$ cat src/rtl/trace_pkg.sv
// Shared types and constants for the CPU bus trace buffer: the captured entry
// layout and the counter limits used by the capture logic.
package trace_pkg;

  localparam int TRACE_TS_W    = 16;
  localparam int TRACE_OVF_MAX = 255;

  typedef struct packed {
    logic [TRACE_TS_W-1:0] ts;
    logic [15:0]           addr;
    logic [7:0]            data;
    logic                  we;
  } trace_entry_t;

  // Writes record what the CPU drove; reads record what memory returned.
  function automatic trace_entry_t make_entry(
    input logic [TRACE_TS_W-1:0] ts,
    input logic [15:0]           addr,
    input logic                  we,
    input logic [7:0]            wdata,
    input logic [7:0]            rdata
  );
    trace_entry_t e;
    e.ts   = ts;
    e.addr = addr;
    e.data = we ? wdata : rdata;
    e.we   = we;
    return e;
  endfunction

endpackage

$ cat src/rtl/trace_fifo.sv
// First-word-fall-through FIFO of trace entries. The head entry is visible as
// soon as it is written; an empty FIFO presents an all-zero head.
module trace_fifo
  import trace_pkg::*;
#(
  parameter int DEPTH = 16
) (
  input  logic                   clk,
  input  logic                   rst_b,
  input  logic                   push,
  input  trace_entry_t           push_data,
  input  logic                   pop,
  output trace_entry_t           pop_data,
  output logic                   full,
  output logic                   empty,
  output logic [$clog2(DEPTH):0] level
);

  localparam int AW = $clog2(DEPTH);

  trace_entry_t    mem [DEPTH];
  logic [AW-1:0]   wr_ptr;
  logic [AW-1:0]   rd_ptr;
  logic            do_push;
  logic            do_pop;

  assign empty   = (level == '0);
  assign full    = (level == (AW+1)'(DEPTH));
  assign do_pop  = pop && !empty;
  // A full FIFO still takes a push when the head leaves on the same edge.
  assign do_push = push && (!full || do_pop);

  // NOTE: the storage array is deliberately not reset; only pointers and level
  // are, and the head is masked to zero while empty so stale data never shows.
  always_ff @(posedge clk) begin
    if (do_push) begin
      mem[wr_ptr] <= push_data;
    end
  end

  // NOTE: sequential state uses non-blocking assignments so every register
  // samples pre-edge values regardless of statement order.
  always_ff @(posedge clk or negedge rst_b) begin
    if (!rst_b) begin
      wr_ptr <= '0;
      rd_ptr <= '0;
      level  <= '0;
    end else begin
      if (do_push) wr_ptr <= wr_ptr + 1'b1;
      if (do_pop)  rd_ptr <= rd_ptr + 1'b1;
      unique case ({do_push, do_pop})
        2'b10:   level <= level + 1'b1;
        2'b01:   level <= level - 1'b1;
        default: level <= level;
      endcase
    end
  end

  assign pop_data = empty ? '0 : mem[rd_ptr];

endmodule

$ cat src/rtl/bus_trace_buf.sv
// CPU bus trace buffer: timestamps qualified bus cycles, queues them for a
// consumer, counts drops when the queue overflows and freezes on a CPU stall.
module bus_trace_buf
  import trace_pkg::*;
#(
  parameter int DEPTH       = 16,
  parameter int STALL_LIMIT = 255
) (
  input  logic                   clk,
  input  logic                   rst_b,
  input  logic                   enable,
  input  logic [15:0]            addr,
  input  logic                   we,
  input  logic [7:0]             wdata,
  input  logic [7:0]             rdata,
  output logic                   trace_valid,
  input  logic                   trace_ready,
  output logic [15:0]            trace_ts,
  output logic [15:0]            trace_addr,
  output logic [7:0]             trace_data,
  output logic                   trace_we,
  output logic [$clog2(DEPTH):0] level,
  output logic [7:0]             ovf_count,
  output logic                   halted
);

  logic [TRACE_TS_W-1:0] ts;
  logic [15:0]           last_addr;
  logic                  have_last;
  logic [7:0]            stall_cnt;
  logic [7:0]            stall_next;
  logic                  capture;
  logic                  pop;
  logic                  fifo_full;
  logic                  fifo_empty;
  logic                  drop;
  trace_entry_t          cap_entry;
  trace_entry_t          head;

  assign capture   = enable && !halted;
  assign pop       = trace_valid && trace_ready;
  assign drop      = capture && fifo_full && !pop;
  assign cap_entry = make_entry(ts, addr, we, wdata, rdata);

  // NOTE: every signal assigned in always_comb gets a default first, so no
  // path through the block can leave it unassigned and infer a latch.
  always_comb begin
    stall_next = '0;
    if (have_last && (addr == last_addr)) begin
      stall_next = stall_cnt + 8'd1;
    end
  end

  always_ff @(posedge clk or negedge rst_b) begin
    if (!rst_b) begin
      ts <= '0;
    end else begin
      ts <= ts + 1'b1;
    end
  end

  // Stall tracking only advances on captures; the first capture after reset
  // has no predecessor and therefore never matches.
  always_ff @(posedge clk or negedge rst_b) begin
    if (!rst_b) begin
      last_addr <= '0;
      have_last <= 1'b0;
      stall_cnt <= '0;
      halted    <= 1'b0;
    end else if (capture) begin
      last_addr <= addr;
      have_last <= 1'b1;
      stall_cnt <= stall_next;
      if (stall_next == 8'(STALL_LIMIT)) begin
        halted <= 1'b1;
      end
    end
  end

  always_ff @(posedge clk or negedge rst_b) begin
    if (!rst_b) begin
      ovf_count <= '0;
    end else if (drop && (ovf_count != 8'(TRACE_OVF_MAX))) begin
      ovf_count <= ovf_count + 8'd1;
    end
  end

  trace_fifo #(
    .DEPTH (DEPTH)
  ) u_fifo (
    .clk       (clk),
    .rst_b     (rst_b),
    .push      (capture),
    .push_data (cap_entry),
    .pop       (pop),
    .pop_data  (head),
    .full      (fifo_full),
    .empty     (fifo_empty),
    .level     (level)
  );

  assign trace_valid = !fifo_empty;
  assign trace_ts    = head.ts;
  assign trace_addr  = head.addr;
  assign trace_data  = head.data;
  assign trace_we    = head.we;

endmodule

$ cat config.mk
export PLATFORM = sky130hd
export DESIGN_NAME = bus_trace_buf
export DESIGN_NICKNAME = d
export VERILOG_FILES = /design/src/rtl/trace_pkg.sv /design/src/rtl/trace_fifo.sv /design/src/rtl/bus_trace_buf.sv
export SDC_FILE = /design/constraint.sdc
export NUM_CORES = 1
export LEC_CHECK = 0
export BUFFER_PORTS_ARGS = -buffer_cell sky130_fd_sc_hd__buf_2
export CELL_PAD_IN_SITES_DETAIL_PLACEMENT = 1
export CELL_PAD_IN_SITES_GLOBAL_PLACEMENT = 1
export CORE_ASPECT_RATIO = 1.1
export CORE_UTILIZATION = 55
export DETAILED_ROUTE_END_ITERATION = 12
export MAX_ROUTING_LAYER = met4
export PLACE_DENSITY = 0.84
export SKIP_LAST_GASP = 1
export SLEW_MARGIN = 20
export SYNTH_ARGS = -nofsm -noshare
export SYNTH_HDL_FRONTEND = slang
export SYNTH_HIERARCHICAL = 1
export SYNTH_SLANG_ARGS = --single-unit
$ cat constraint.sdc
create_clock -name clk -period 10 [get_ports clk]
set_clock_uncertainty 0.05 [all_clocks]
set_input_delay 3 -clock clk [delete_from_list [all_inputs] [get_ports clk]]
set_output_delay 3 -clock clk [all_outputs]
set_load 0.1 [all_outputs]
* After elaboration in Yosys (flattened, before gate mapping) *
Memories as Yosys holds them, arrays and structs flattened.
Index checks and enable logic that the tools add are counted.

cells by class
  $add $sub $neg = 7
  equality and inequality tests = 6
  mux-type cells = 6
  reductions and logical operators = 16

operators by type and width
  operator                                                             number
  41-bit two-way mux                                                   1
  16-bit by 1-bit adder with 16-bit output (second input constant)     1
  8-bit by 1-bit adder with 8-bit output (second input constant)       2
  16-bit == test                                                       1
  8-bit two-way mux                                                    2
  5-bit one-hot mux with 2 select lines                                1
  4-bit by 1-bit adder with 4-bit output (second input constant)       2
  8-bit == test (second input constant)                                1
  1-bit logical AND                                                    8
  8-bit inequality test (second input constant)                        1
  5-bit by 1-bit adder with 5-bit output (second input constant)       1
  5-bit == test (second input constant)                                1
  5-bit logical NOT                                                    1
  5-bit by 1-bit subtractor with 5-bit output (second input constant)  1
  1-bit logical NOT                                                    4
  2-bit by 1-bit == test with 1-bit output (second input constant)     1
  2-bit == test (second input constant)                                1
  1-bit two-way mux                                                    2
  2-bit AND reduction                                                  1
  2-bit nonzero test                                                   1
  1-bit logical OR                                                     1

word-level totals
  register bits after elaboration = 63
  memory bits (writable) = 656
  input port bits = 37
  output and inout port bits = 56
  memories = 1

memories
  memory      depth  bits a word  rd ports  clocked after memory_dff  write ports  RTL line          RTL
  u_fifo.mem  16     41           1         0                         1            trace_fifo.sv:21  trace_entry_t mem [DEPTH];

* Depth between registers and ports, before layout *
  depth after elaboration = 8
  mapped depth = 13
  depth with buffers taken out = 12

* Cells and area by module *
Netlist, hierarchy kept.

modules (own cells, without submodules)
  module         times used  cells an instance  area each (um^2)  sequential area each (um^2)
  trace_fifo     1           1145               26030.0           20024.2
  bus_trace_buf  1           244                2442.3            1251.2

* Worst setup path before layout *
OpenSTA, ideal clock, no wires.

  kind = in2reg
  start point = input enable
  end point = memory u_fifo/mem[0][0] in the netlist's numbering, enable pin
  library setup time = 0.542 ns
  arrival = 7.670 ns
  slack = 1.739 ns
  stages = 5
  path buffers = 1
  path through = nand2_2 inv_2 clkbuf_1 o21ai_2 nor4_1

between the ends
  word-level cells in the longest chain between the ends = 4

ends and longest elaborated chain
  what                                     RTL line             RTL
  start: declaration                       bus_trace_buf.sv:11  input logic enable,
  1-bit logical AND                        bus_trace_buf.sv:40  assign capture = enable && !halted;
  net capture                              bus_trace_buf.sv:32  logic capture;
  1-bit logical AND                        trace_fifo.sv:31     assign do_push = push && (!full || do_pop);
  1-bit two-way mux                        trace_fifo.sv:36     if (do_push) begin
  1-bit two-way mux (not written as such)  trace_fifo.sv:37     mem[wr_ptr] <= push_data;
  end: declaration                         trace_fifo.sv:21

The timed path passes the listed nets, and every way through them passes these cells.

* Worst setup path after layout *
  start point = register u_fifo.rd_ptr[3]
  end point = output trace_ts[3]

between the ends
  word-level cells in the longest chain between the ends = 2

ends and longest elaborated chain
  what                      RTL line             RTL
  start: declaration        trace_fifo.sv:23     logic [AW-1:0] rd_ptr;
  start signal: assignment  trace_fifo.sv:50     if (do_pop) rd_ptr <= rd_ptr + 1'b1;
  memory 16 x 41 bit        n/a
  41-bit two-way mux        trace_fifo.sv:59     assign pop_data = empty ? '0 : mem[rd_ptr];
  end: declaration          bus_trace_buf.sv:18  output logic [15:0] trace_ts,

No other way between the ends.

==> results by group <==
Timing
  • Worst Max-Slew Pin Slew: 1.044 ns
  • Sum of negative setup slack: 0 ns
  • Max Freq: 140.9 MHz
  • Setup violations, final: 0
  • RSZ-0062 raised after global routing: no
  • Hold WS: 0.4518 ns
  • Final period util: 70.96%
  • Max-slew violations: 0
  • Post-layout min period: 7.096 ns
  • Max-slew headroom: 30.39%
  • Final Hold Viols: 0

Detailed routing
  • TritonRoute pass-1 iters: 5
  • DR vias: 14.31k
  • Routed WL: 69910 microns
  • Vias/cell: 6.424
  • ANT nets after route: 0
  • DR DRC count: 0
  • WL/cell: 31.38 microns
  • Detailed Route Iter0 Violations: 1532

Clock network
  • CTS resizes: 0
  • Max Root-Sink Buffers: 3
  • CTS tree: yes
  • Root buffer cell: clkbuf_16
  • Skew-Pair Late Insertion Delay: 0.61 ns
  • Hold buffer count at CTS: 0
  • CTS clk-pin slew, worst paths: 0.06 ns
  • CTS Buf Count: 71
  • Setup bufs post-CTS: 0
  • H-tree Lvls: 3
  • Clk sinks: 719

Yosys
  • Warnings, synthesis: 6
  • Async SR Flop Fraction: 8.762%
  • Post-synthesis cell count: 1389
  • Mean Syn Cell Area: 20.50 sq um
  • Top FF cell, synth: edfxtp_1
  • Sequential-to-total area share from yosys stat: 74.72%
  • XOR/XNOR Fraction of Synth Area: 1.446%
  • Seq cells post-synth: 719
  • Largest family of logic cells by synthesized area: multiplexers
  • Post-Synth Simple-Gate Area: 3.529%
  • Synth unique cells: 55
  • Synth Area in Adders: 0.5537%
  • Mux share of post-synthesis cell area: 14.98%
  • Compound-Gate Fraction of Synth Area: 2.905%
  • Synth Net Count: 1438
  • Syn Std Cell Area: 28470 sq um
  • Post-synth EDFFs: 656

Setup path
  • Critical Path AT: 4.05 ns
  • Required time of the critical path: 6.95 ns
  • Worst reg2reg path depth: 10
  • Endpoint class of the critical path: output pin
  • Setup crit start kind: register
  • Critical-path maximum fanout: 93
  • Crit Path Class: register to output pin

Worst hold path
  • WHS Path Cells: 1
  • Hold crit path type: register to register

GRT
  • All-layer global routing usage: 28.41%
  • Congestion Overflow GR: 0
  • Number of global-route vias before repair: 15.56k
  • Global-route wire length before repair: 102600 microns
  • Initial antenna violation count: 2
  • Largest net degree at the start of global routing: 129

Floorplan
  • Cell Rows: 87
  • Core Area: 51160 sq um
  • Die H: 240.6 microns
  • Starting Density: 55.65%
  • Ports: 93
  • Die Area: 52680 sq um
  • Die width: 218.9 microns

Pwr
  • Maximum vdd drop: 334.7 uV
  • Lkg Pwr: 11.12 nW
  • PwrDens: 276.6 nW/um^2

Flow run
  • Max-cap viol count: 0

Layout
  • Commonest non-fill, non-tap cell in the layout: edfxtp_1
  • Leading cell types in the layout, fill and taps excluded: 656 x edfxtp_1, 164 x mux4_2, 92 x buf_2, 82 x a211oi_1, 72 x clkbuf_16
  • Area grow syn2layout: 11.97%
  • Share of cells above drive strength 1: 27.63%
  • Layout Nets: 1556

Placement
  • RePlAce Congestion: 0.7363
  • DP HPWL: 35280 microns
  • Port buffer count: 92

Status
  • Status: complete, no violations
per-layer routing:
layer  global-route usage (%)  wire (microns)  up-vias
met3                    5.495            5285      161
li1                         -               -     5903
met4                    10.33            2319        0
met1                    35.44           26060     7550
met5                        -               0        -
met2                    46.67           36240      698
power breakdown:
| part | leakage (nW) | switching, mW | internal [mW] | total, mW |
|---|---|---|---|---|
| clock | 1.10 | 1.12 | 1.52 | 2.63 |
| sequential | 7.22 | 0.219 | 3.29 | 3.51 |
| combinational | 2.81 | 1.88 | 0.801 | 2.68 |
per-stage QoR:
| stage | util (%) | area (sq um) | total power [mW] | setup WS [ns] | cells |
|---|---|---|---|---|---|
| floorplan | - | 28470 | 5.792 | 1.739 | 1389 |
| global placement | 57.90 | 29620 | 6.201 | 3.585 | 2101 |
| detailed placement | 57.90 | 29620 | 6.246 | 3.396 | 2101 |
| CTS | 62.31 | 31880 | 8.883 | 2.842 | 2227 |
| global route | 62.32 | 31880 | 9.068 | 2.679 | 2228 |
| finish | 62.32 | 31880 | 8.817 | 2.904 | 2228 |
synth_stat cells (2+ instances only):
cell type  count  area (sq um)
and2_1         2         12.51
o21ai_2        2         17.52
nor2b_1       43         269.0
edfxtp_1     656         19700
nor4_1         5         31.28
clkbuf_1      16         60.06
mux2_2         9         101.4
a31oi_1        3         18.77
o22ai_1        3         18.77
mux2i_1       44         440.4
xnor2_1       36         315.3
a211oi_1      82         615.6
and4_1         2         17.52
buf_2         28         140.1
nor3_1         2         10.01
mux2_4         2         30.03
buf_6         15         168.9
nand2b_1       6         37.54
dfrtp_1       63          1577
ha_1          11         137.6
inv_1         15         56.30
nor2_1        15         56.30
mux4_2       164          3694
nand3_1       15         75.07
nand4_1        8         50.05
nand2_1       70         262.8
buf_4          9         67.56
o21ai_1        4         20.02
inv_2          5         18.77
xor2_1        11         96.34
buf_1          5         18.77
and3_1        12         75.07
a21oi_1        2         10.01
o211ai_1       3         22.52
worst paths after layout:
kind	slack (ns)	to	start
max in group asynchronous	6.62	u_fifo/rd_ptr[1]$_DFFE_PN0N_	rst_b
min reg2reg	0.45	ovf_count[7]$_DFFE_PN0P_	ovf_count[7]$_DFFE_PN0P_
min in group asynchronous	2.56	stall_cnt[7]$_DFFE_PN0P_	rst_b
max	2.90	trace_ts[3]	u_fifo/rd_ptr[3]$_DFFE_PN0N_
min	0.45	ovf_count[7]$_DFFE_PN0P_	ovf_count[7]$_DFFE_PN0P_
max reg2reg	5.55	u_fifo/mem[10][0]$_DFFE_PP_	u_fifo/level[1]$_DFFE_PN0P_
cell families after synthesis:
kind of cell,Yosys count
AOI/OAI and AO/OA,108
and+or+nand+nor,191
xor gates and xnor gates,47
muxes,219
buffers and inverters,93
adders and majority gates,12
DFF,719
area by class of cell:
type	instances	area (sq um)
Clock inverter	29	319.1
Fill cell	4276	19280
Inverter	20	75.07
Timing Repair Buffer	118	693.2
Sequential cell	719	21290
Clock buffer	97	1936
Antenna cell	1	2.502
Tap cell	667	834.6
Multi-Input combinational cell	577	6731
sequential cells by signal (all words and copies together), names as in the netlist:
name,cells
halted,1
have_last,1
last_addr,16
ovf_count,8
stall_cnt,8
ts,16
u_fifo/level,5
u_fifo/mem,656
u_fifo/rd_ptr,4
u_fifo/wr_ptr,4
critical path: stages, from the launching register on:
cell	delay [ns]
dfrtp_4	1.09
buf_12	0.56
mux4_2	0.33
nor2b_1	0.25
a211oi_1	0.11
a211oi_1	0.46
buf_2	0.52
(Power assumes the default switching activity.)
